`config.mk`:
```
export PLATFORM = sky130hd
export DESIGN_NAME = led_frame_sequencer_flat
export DESIGN_NICKNAME = d
export VERILOG_FILES = /design/src/rtl/led_frame_sequencer_if.sv /design/src/rtl/led_frame_sequencer.sv /design/src/flat_wrapper.sv
export SDC_FILE = /design/constraint.sdc
export NUM_CORES = 1
export LEC_CHECK = 0
export CELL_PAD_IN_SITES_DETAIL_PLACEMENT = 2
export CELL_PAD_IN_SITES_GLOBAL_PLACEMENT = 2
export CORE_MARGIN = 3
export CORE_UTILIZATION = 29
export DETAILED_ROUTE_END_ITERATION = 16
export PLACE_DENSITY_LB_ADDON = 0.1
export SYNTH_ARGS = -nofsm -noshare
export SYNTH_HDL_FRONTEND = slang
export SYNTH_SLANG_ARGS = --single-unit
export TNS_END_PERCENT = 50
```
`constraint.sdc`:
```
create_clock -name clk -period 4.45 [get_ports clk]
set_clock_uncertainty 0.05 [all_clocks]
set_input_delay 0.89 -clock clk [delete_from_list [all_inputs] [get_ports clk]]
set_output_delay 0.89 -clock clk [all_outputs]
set_load 0.01 [all_outputs]
```
`src/rtl/led_frame_sequencer_if.sv`:
```
// ---------------------------------------------------------------------------
// led_frame_sequencer_if
//   Bundles the frame sequencer's pixel-RAM read port and its handshake with
//   the bit-serial pixel driver.
//
//   Signals
//     pix_addr   [ADDR_W-1:0]  pixel RAM read address (sequencer -> RAM)
//     pix_rdata  [23:0]        pixel RAM data, one cycle after pix_addr
//     px_rgb     [23:0]        GRB word handed to the driver
//     px_load                  one-cycle strobe, px_rgb valid
//     px_done                  driver pulse, current word fully shifted out
//
//   Modports
//     master  : sequencer side
//     slave   : RAM / pixel driver side
// ---------------------------------------------------------------------------
interface led_frame_sequencer_if #(
    parameter int ADDR_W = 6
);
    logic [ADDR_W-1:0] pix_addr;
    logic [23:0]       pix_rdata;
    logic [23:0]       px_rgb;
    logic              px_load;
    logic              px_done;

    modport master (
        output pix_addr,
        output px_rgb,
        output px_load,
        input  pix_rdata,
        input  px_done
    );

    modport slave (
        input  pix_addr,
        input  px_rgb,
        input  px_load,
        output pix_rdata,
        output px_done
    );
endinterface

```
`src/rtl/led_frame_sequencer.sv`:
```
// ---------------------------------------------------------------------------
// led_frame_sequencer
//   Frame-level controller for a WS2812-style bit-serial pixel driver. On a
//   start request it walks pixel RAM addresses 0..NUM_LEDS-1, hands each
//   24-bit GRB word to the driver with a load strobe, waits for the driver's
//   done pulse, and finally holds the line idle for the strip latch gap.
//
//   Parameters
//     NUM_LEDS      pixels per frame (>=1)
//     ADDR_W        pixel RAM address width (2**ADDR_W >= NUM_LEDS)
//     LATCH_CYCLES  clk cycles of latch gap after the last pixel (>=2)
//
//   Ports
//     clk         in   system clock
//     rst         in   synchronous, active-high reset
//     start       in   frame request, sampled only while idle
//     abort       in   cancel the current frame, go straight to the gap
//     brightness  in   [7:0] frame brightness (LED_SEQ_BRIGHTNESS_EN only)
//     busy        out  high from the cycle after start until back to idle
//     frame_done  out  one-cycle pulse at frame completion or after abort
//     bus         master modport: pixel RAM read port + driver handshake
//
//   Build option
//     LED_SEQ_BRIGHTNESS_EN : when defined, adds the brightness input; it is
//     captured with start and every colour channel is scaled by
//     (c*(brightness+1))>>8 as the word is captured. Otherwise the RAM word
//     goes to the driver unchanged.
//
//   All outputs are registered.
// ---------------------------------------------------------------------------
module led_frame_sequencer #(
    parameter int NUM_LEDS     = 60,
    parameter int ADDR_W       = 6,
    parameter int LATCH_CYCLES = 3840
) (
    input  logic                 clk,
    input  logic                 rst,
    input  logic                 start,
    input  logic                 abort,
`ifdef LED_SEQ_BRIGHTNESS_EN
    input  logic [7:0]           brightness,
`endif
    output logic                 busy,
    output logic                 frame_done,
    led_frame_sequencer_if.master bus
);

    // A one-pixel frame still needs a 1-bit index so the compare is legal.
    localparam int IDX_W = (NUM_LEDS > 1) ? $clog2(NUM_LEDS) : 1;
    localparam int CNT_W = $clog2(LATCH_CYCLES);

    localparam logic [IDX_W-1:0] IDX_LAST = IDX_W'(NUM_LEDS - 1);
    localparam logic [CNT_W-1:0] CNT_LAST = CNT_W'(LATCH_CYCLES - 1);

    typedef enum logic [2:0] {
        S_IDLE,
        S_FETCH,
        S_CAPTURE,
        S_LOAD,
        S_WAIT,
        S_LATCH,
        S_FIN
    } state_t;

    state_t            state;
    state_t            state_next;
    logic [IDX_W-1:0]  idx;
    logic [IDX_W-1:0]  idx_next;
    logic [CNT_W-1:0]  cnt;
    logic [CNT_W-1:0]  cnt_next;
    logic [ADDR_W-1:0] addr_q;
    logic [23:0]       rgb_q;
    logic [23:0]       rgb_next;
    logic              load_q;
    logic [23:0]       pix_word;

    assign bus.pix_addr = addr_q;
    assign bus.px_rgb   = rgb_q;
    assign bus.px_load  = load_q;

    // ------------------------------------------------------------------
    // Word presented to the driver: raw RAM data or brightness-scaled.
    // ------------------------------------------------------------------
`ifdef LED_SEQ_BRIGHTNESS_EN
    logic [7:0] bright_q;

    // 8x9-bit product fits 16 bits; keeping the upper byte makes 255 a
    // pass-through and 0 a blackout.
    function automatic logic [7:0] scale_ch(input logic [7:0] c, input logic [7:0] b);
        logic [15:0] prod;
        prod = 16'(c) * (16'(b) + 16'd1);
        return prod[15:8];
    endfunction

    always_comb begin
        pix_word = {scale_ch(bus.pix_rdata[23:16], bright_q),
                    scale_ch(bus.pix_rdata[15:8],  bright_q),
                    scale_ch(bus.pix_rdata[7:0],   bright_q)};
    end

    // Brightness is frozen for the whole frame at the accepted start.
    always_ff @(posedge clk) begin
        if (rst) begin
            bright_q <= '1;
        end else if (state == S_IDLE && start) begin
            bright_q <= brightness;
        end
    end
`else
    always_comb begin
        pix_word = bus.pix_rdata;
    end
`endif

    // ------------------------------------------------------------------
    // Next-state logic
    // ------------------------------------------------------------------
    always_comb begin
        state_next = state;
        idx_next   = idx;
        cnt_next   = cnt;
        rgb_next   = rgb_q;

        unique case (state)
            S_IDLE: begin
                if (start) begin
                    state_next = S_FETCH;
                    idx_next   = '0;
                end
            end

            S_FETCH: begin
                if (abort) begin
                    state_next = S_LATCH;
                    cnt_next   = '0;
                end else begin
                    state_next = S_CAPTURE;
                end
            end

            S_CAPTURE: begin
                if (abort) begin
                    state_next = S_LATCH;
                    cnt_next   = '0;
                end else begin
                    rgb_next   = pix_word;
                    state_next = S_LOAD;
                end
            end

            S_LOAD: begin
                if (abort) begin
                    state_next = S_LATCH;
                    cnt_next   = '0;
                end else begin
                    state_next = S_WAIT;
                end
            end

            S_WAIT: begin
                // abort takes priority over a coincident px_done
                if (abort) begin
                    state_next = S_LATCH;
                    cnt_next   = '0;
                end else if (bus.px_done) begin
                    if (idx == IDX_LAST) begin
                        state_next = S_LATCH;
                        cnt_next   = '0;
                    end else begin
                        idx_next   = idx + 1'b1;
                        state_next = S_FETCH;
                    end
                end
            end

            S_LATCH: begin
                if (cnt == CNT_LAST) begin
                    state_next = S_FIN;
                end else begin
                    cnt_next = cnt + 1'b1;
                end
            end

            S_FIN: begin
                state_next = S_IDLE;
            end

            default: begin
                state_next = S_IDLE;
            end
        endcase
    end

    // ------------------------------------------------------------------
    // State and registered outputs. Outputs are decoded from state_next so
    // that they line up with the state they belong to.
    // ------------------------------------------------------------------
    always_ff @(posedge clk) begin
        if (rst) begin
            state      <= S_IDLE;
            idx        <= '0;
            cnt        <= '0;
            addr_q     <= '0;
            rgb_q      <= '0;
            load_q     <= 1'b0;
            busy       <= 1'b0;
            frame_done <= 1'b0;
        end else begin
            state      <= state_next;
            idx        <= idx_next;
            cnt        <= cnt_next;
            addr_q     <= ADDR_W'(idx_next);
            rgb_q      <= rgb_next;
            load_q     <= (state_next == S_LOAD);
            busy       <= (state_next != S_IDLE);
            frame_done <= (state_next == S_FIN);
        end
    end

endmodule

```
`src/flat_wrapper.sv`:
```
// flat-port wrapper written by rule: the top's interface ports become plain ports
module led_frame_sequencer_flat 
#(
    parameter int NUM_LEDS     = 60,
    parameter int ADDR_W       = 6,
    parameter int LATCH_CYCLES = 3840
)
  (clk, rst, start, abort, busy, frame_done, bus_pix_addr, bus_px_rgb, bus_px_load, bus_pix_rdata, bus_px_done);
  led_frame_sequencer_if #(.ADDR_W(ADDR_W)) bus_i ();
  input  logic clk;
  input  logic rst;
  input  logic start;
  input  logic abort;
  output logic busy;
  output logic frame_done;
  output wire logic [$bits(bus_i.pix_addr)-1:0] bus_pix_addr;
  output wire logic [$bits(bus_i.px_rgb)-1:0] bus_px_rgb;
  output wire logic [$bits(bus_i.px_load)-1:0] bus_px_load;
  input wire logic [$bits(bus_i.pix_rdata)-1:0] bus_pix_rdata;
  input wire logic [$bits(bus_i.px_done)-1:0] bus_px_done;
  assign bus_pix_addr = bus_i.pix_addr;
  assign bus_px_rgb = bus_i.px_rgb;
  assign bus_px_load = bus_i.px_load;
  assign bus_i.pix_rdata = bus_pix_rdata;
  assign bus_i.px_done = bus_px_done;
  led_frame_sequencer #(.NUM_LEDS(NUM_LEDS), .ADDR_W(ADDR_W), .LATCH_CYCLES(LATCH_CYCLES)) u_core (.clk(clk), .rst(rst), .start(start), .abort(abort), .busy(busy), .frame_done(frame_done), .bus(bus_i));
endmodule
```
==> results.json <==
{
  "status": "finished, final reports clean",
  "crit_type": "input pin to flip-flop",
  "numCtsBuffers": 5,
  "synth_area_mm2": 0.00218,
  "grt_pass1_wl_um": 11000,
  "layout.cells.most_common_list": "nand2_1 (61), clkdlybuf4s50_1 (61), dfxtp_1 (48), a21oi_1 (37), nor2_1 (18)",
  "whs_ns": 0.412,
  "drc": 0,
  "first_global_vias": 2230,
  "cp-end-kind": "flip-flop",
  "hold_buffers": 0,
  "via_per_inst": 5.05,
  "yosys_warnings": 0,
  "crit_path_start_kind": "input pin",
  "ys_types": 47,
  "fp.dieW_um": 92.7,
  "min_path_type": "flip-flop to flip-flop",
  "critical_path.cell_chain": "clkdlybuf4s50_1, nor2_1, nand3_1, nand2_1, a21oi_1",
  "syn_to_final_growth_pct": 35.8,
  "drt-total-wl_um": 6630,
  "fill_cells": 840,
  "rrSetupSlack_ns": 2.19,
  "initial_core_util_pct": 30.9,
  "rr_worst_depth": 5,
  "cts-resized-gates": 0,
  "power_density_mw_per_mm2": 320,
  "crit_fanout": 24,
  "antenna_cells": 0,
  "grt_max_degree": 36,
  "dr.pass1.iters": 4,
  "clk_pin_slew_worst_paths_ns": 0.09,
  "die_area_mm2": 0.00860,
  "ys_seq_elements": 48,
  "critPathBufInv": 1,
  "wire_per_inst_um": 15.9,
  "post-route-util_pct": 42.0,
  "drv_slew": 0,
  "setup_viol": 0,
  "io_buffers": 61,
  "max_cap_violations": 0,
  "hold_viol": 0,
  "rsz0062_at_grt": "false",
  "vias": 2105,
  "cp-endpoint": "u_core.bus.px_rgb[2]",
  "clock_sinks": 48,
  "synth_cells": 267,
  "clk_latency_ns": 0.30,
  "async_flop_share_pct": 0,
  "postCtsSetupBuffers": 0,
  "ys_seq_area_share_pct": 44.1,
  "row_count": 30,
  "fin_area_mm2": 0.00296,
  "coreArea_mm2": 0.00706,
  "grt-ovfl-total": 0,
  "track_usage_pct": 16.0,
  "drt_iter0_markers": 33,
  "cts_buffer_depth": 2,
  "relSlewSlack_pct": 35.9,
  "hpwl_um": 4730,
  "cp_data_required_time_ns": 4.58,
  "root_buffer": "clkbuf_8",
  "max_freq_mhz": 377,
  "period_needed_ns": 2.65,
  "setup_tns_ns": 0,
  "fin_nets": 351,
  "syn_area_per_cell_um2": 8.17,
  "critPathLaunch": "abort",
  "ir_drop_mv": 0.126,
  "cts_tree": "done",
  "cpLargestDelayFamily": "simple AND/OR/NAND/NOR gates",
  "cp_data_arrival_time_ns": 2.79,
  "die_height_um": 92.7,
  "worst-path-stages": 5,
  "place_area_mm2": 0.00284,
  "antenna_found_initial": 0,
  "ioPinCount": 62,
  "htreeDepth": 2,
  "drive_gt1_share_pct": 7.17,
  "r2r-end": "u_core.cnt[5]",
  "seq_area_um2": 961,
  "p_leak_nw": 1.01,
  "fin_crit_sh_pct": 59.6,
  "multi_input_area_mm2": 0.00113,
  "gp_congestion": 0.750,
  "worst_pin_slew_ns": 0.958,
  "drt.antenna.violating_nets": 0,
  "synthFlopType": "dfxtp_1",
  "r2r_start": "u_core.state[1]",
  "max_stage_delay_ns": 0.71,
  "syn_nets": 298,
  "synth_edf_count": 0,
  "slowest_stage": "nand3_1"
}
area by class of cell:
cell class | count | area share, %
Clock inverter | 2 | 1.31
Multi-Input combinational cell | 199 | 38.0
Timing Repair Buffer | 62 | 20.9
Sequential cell | 48 | 32.4
Clock buffer | 6 | 2.79
Inverter | 4 | 0.507
Tap cell | 96 | 4.06
where the power goes:
part	leakage (nW)	internal, mW	switching, mW
Combinational	0.561	0.0672	0.0761
Sequential	0.388	0.443	0.0212
Clock	0.0614	0.184	0.158
cell families (layout without fill, tap and decap cells):
logic type | count (synthesis) | count (layout) | share of synthesized area, %
AND/OR/NAND/NOR | 121 | 121 | 27.5
XOR/XNOR | 6 | 6 | 2.41
multiplexers | 2 | 2 | 0.975
AO/OA/AOI/OAI | 68 | 68 | 19.6
buffers and inverters | 20 | 74 | 4.30
flip-flops | 48 | 48 | 44.1
adder cells (fa/ha/maj) | 2 | 2 | 1.15
through the flow:
stage / setup slack (ns) / std cells / total power [mW]
after floorplan: 2.46 / 267 / 0.551
after global routing: 1.59 / 417 / 1.00
after CTS: 1.76 / 417 / 0.966
final: 1.80 / 417 / 0.949
after detailed placement: 1.42 / 409 / 0.618
after global placement: 1.50 / 409 / 0.616
metal layers:
layer	wire, um	track usage [%]	vias to the layer above
li1	-	-	1036
met5	0	0	-
met1	3030	20.3	1031
met4	78	5.25	0
met2	3340	27.4	33
met3	183	2.84	5
worst min-delay path by stage:
stage	to	from	depth (start not counted)	slack, ns
after global routing	u_core.bus.px_rgb[9]	u_core.bus.px_rgb[9]	2	0.44
final	u_core.bus.px_rgb[9]	u_core.bus.px_rgb[9]	2	0.41
after global placement	u_core.bus.px_rgb[7]	u_core.bus.px_rgb[7]	2	0.39
after detailed placement	u_core.bus.px_rgb[11]	u_core.bus.px_rgb[11]	2	0.40
after CTS	u_core.bus.px_rgb[11]	u_core.bus.px_rgb[11]	2	0.42
after floorplan	u_core.cnt[11]	u_core.cnt[11]	2	0.40
synth_stat cells, drive strengths merged (2+ instances only):
cell type | instances | area [um^2]
nand4 | 9 | 71.3
or4 | 2 | 15.0
nand3 | 5 | 25.0
nor2 | 19 | 73.8
a22oi | 2 | 15.0
o21ai | 8 | 43.8
o21a | 2 | 15.0
a211oi | 2 | 15.0
o31ai | 4 | 30.0
ha | 2 | 25.0
and4 | 3 | 31.3
or3 | 5 | 31.3
buf | 8 | 45.0
nor2b | 2 | 12.5
xor2 | 3 | 26.3
nor3 | 5 | 25.0
nand2b | 4 | 25.0
a21oi | 37 | 185
clkbuf | 8 | 33.8
inv | 4 | 15.0
nand2 | 61 | 229
xnor2 | 3 | 26.3
a31oi | 5 | 31.3
o211ai | 2 | 28.8
dfxtp | 48 | 961
worst register-to-register path, cell delays in order, from the launching register on:
cell and delay [ns]:
dfxtp_1 0.64, nand2b_1 0.22, or2_0 0.47, o211ai_4 0.21, or4_1 0.43, a21oi_1 0.16
state kept, by name, summed over array words and instances (netlist names):
register	count
u_core.bus.px_load	1
u_core.idx	6
u_core.frame_done	1
u_core.bus.px_rgb	24
u_core.busy	1
u_core.cnt	12
u_core.state	3
Note: power is estimated with default switching activity, not from simulation.
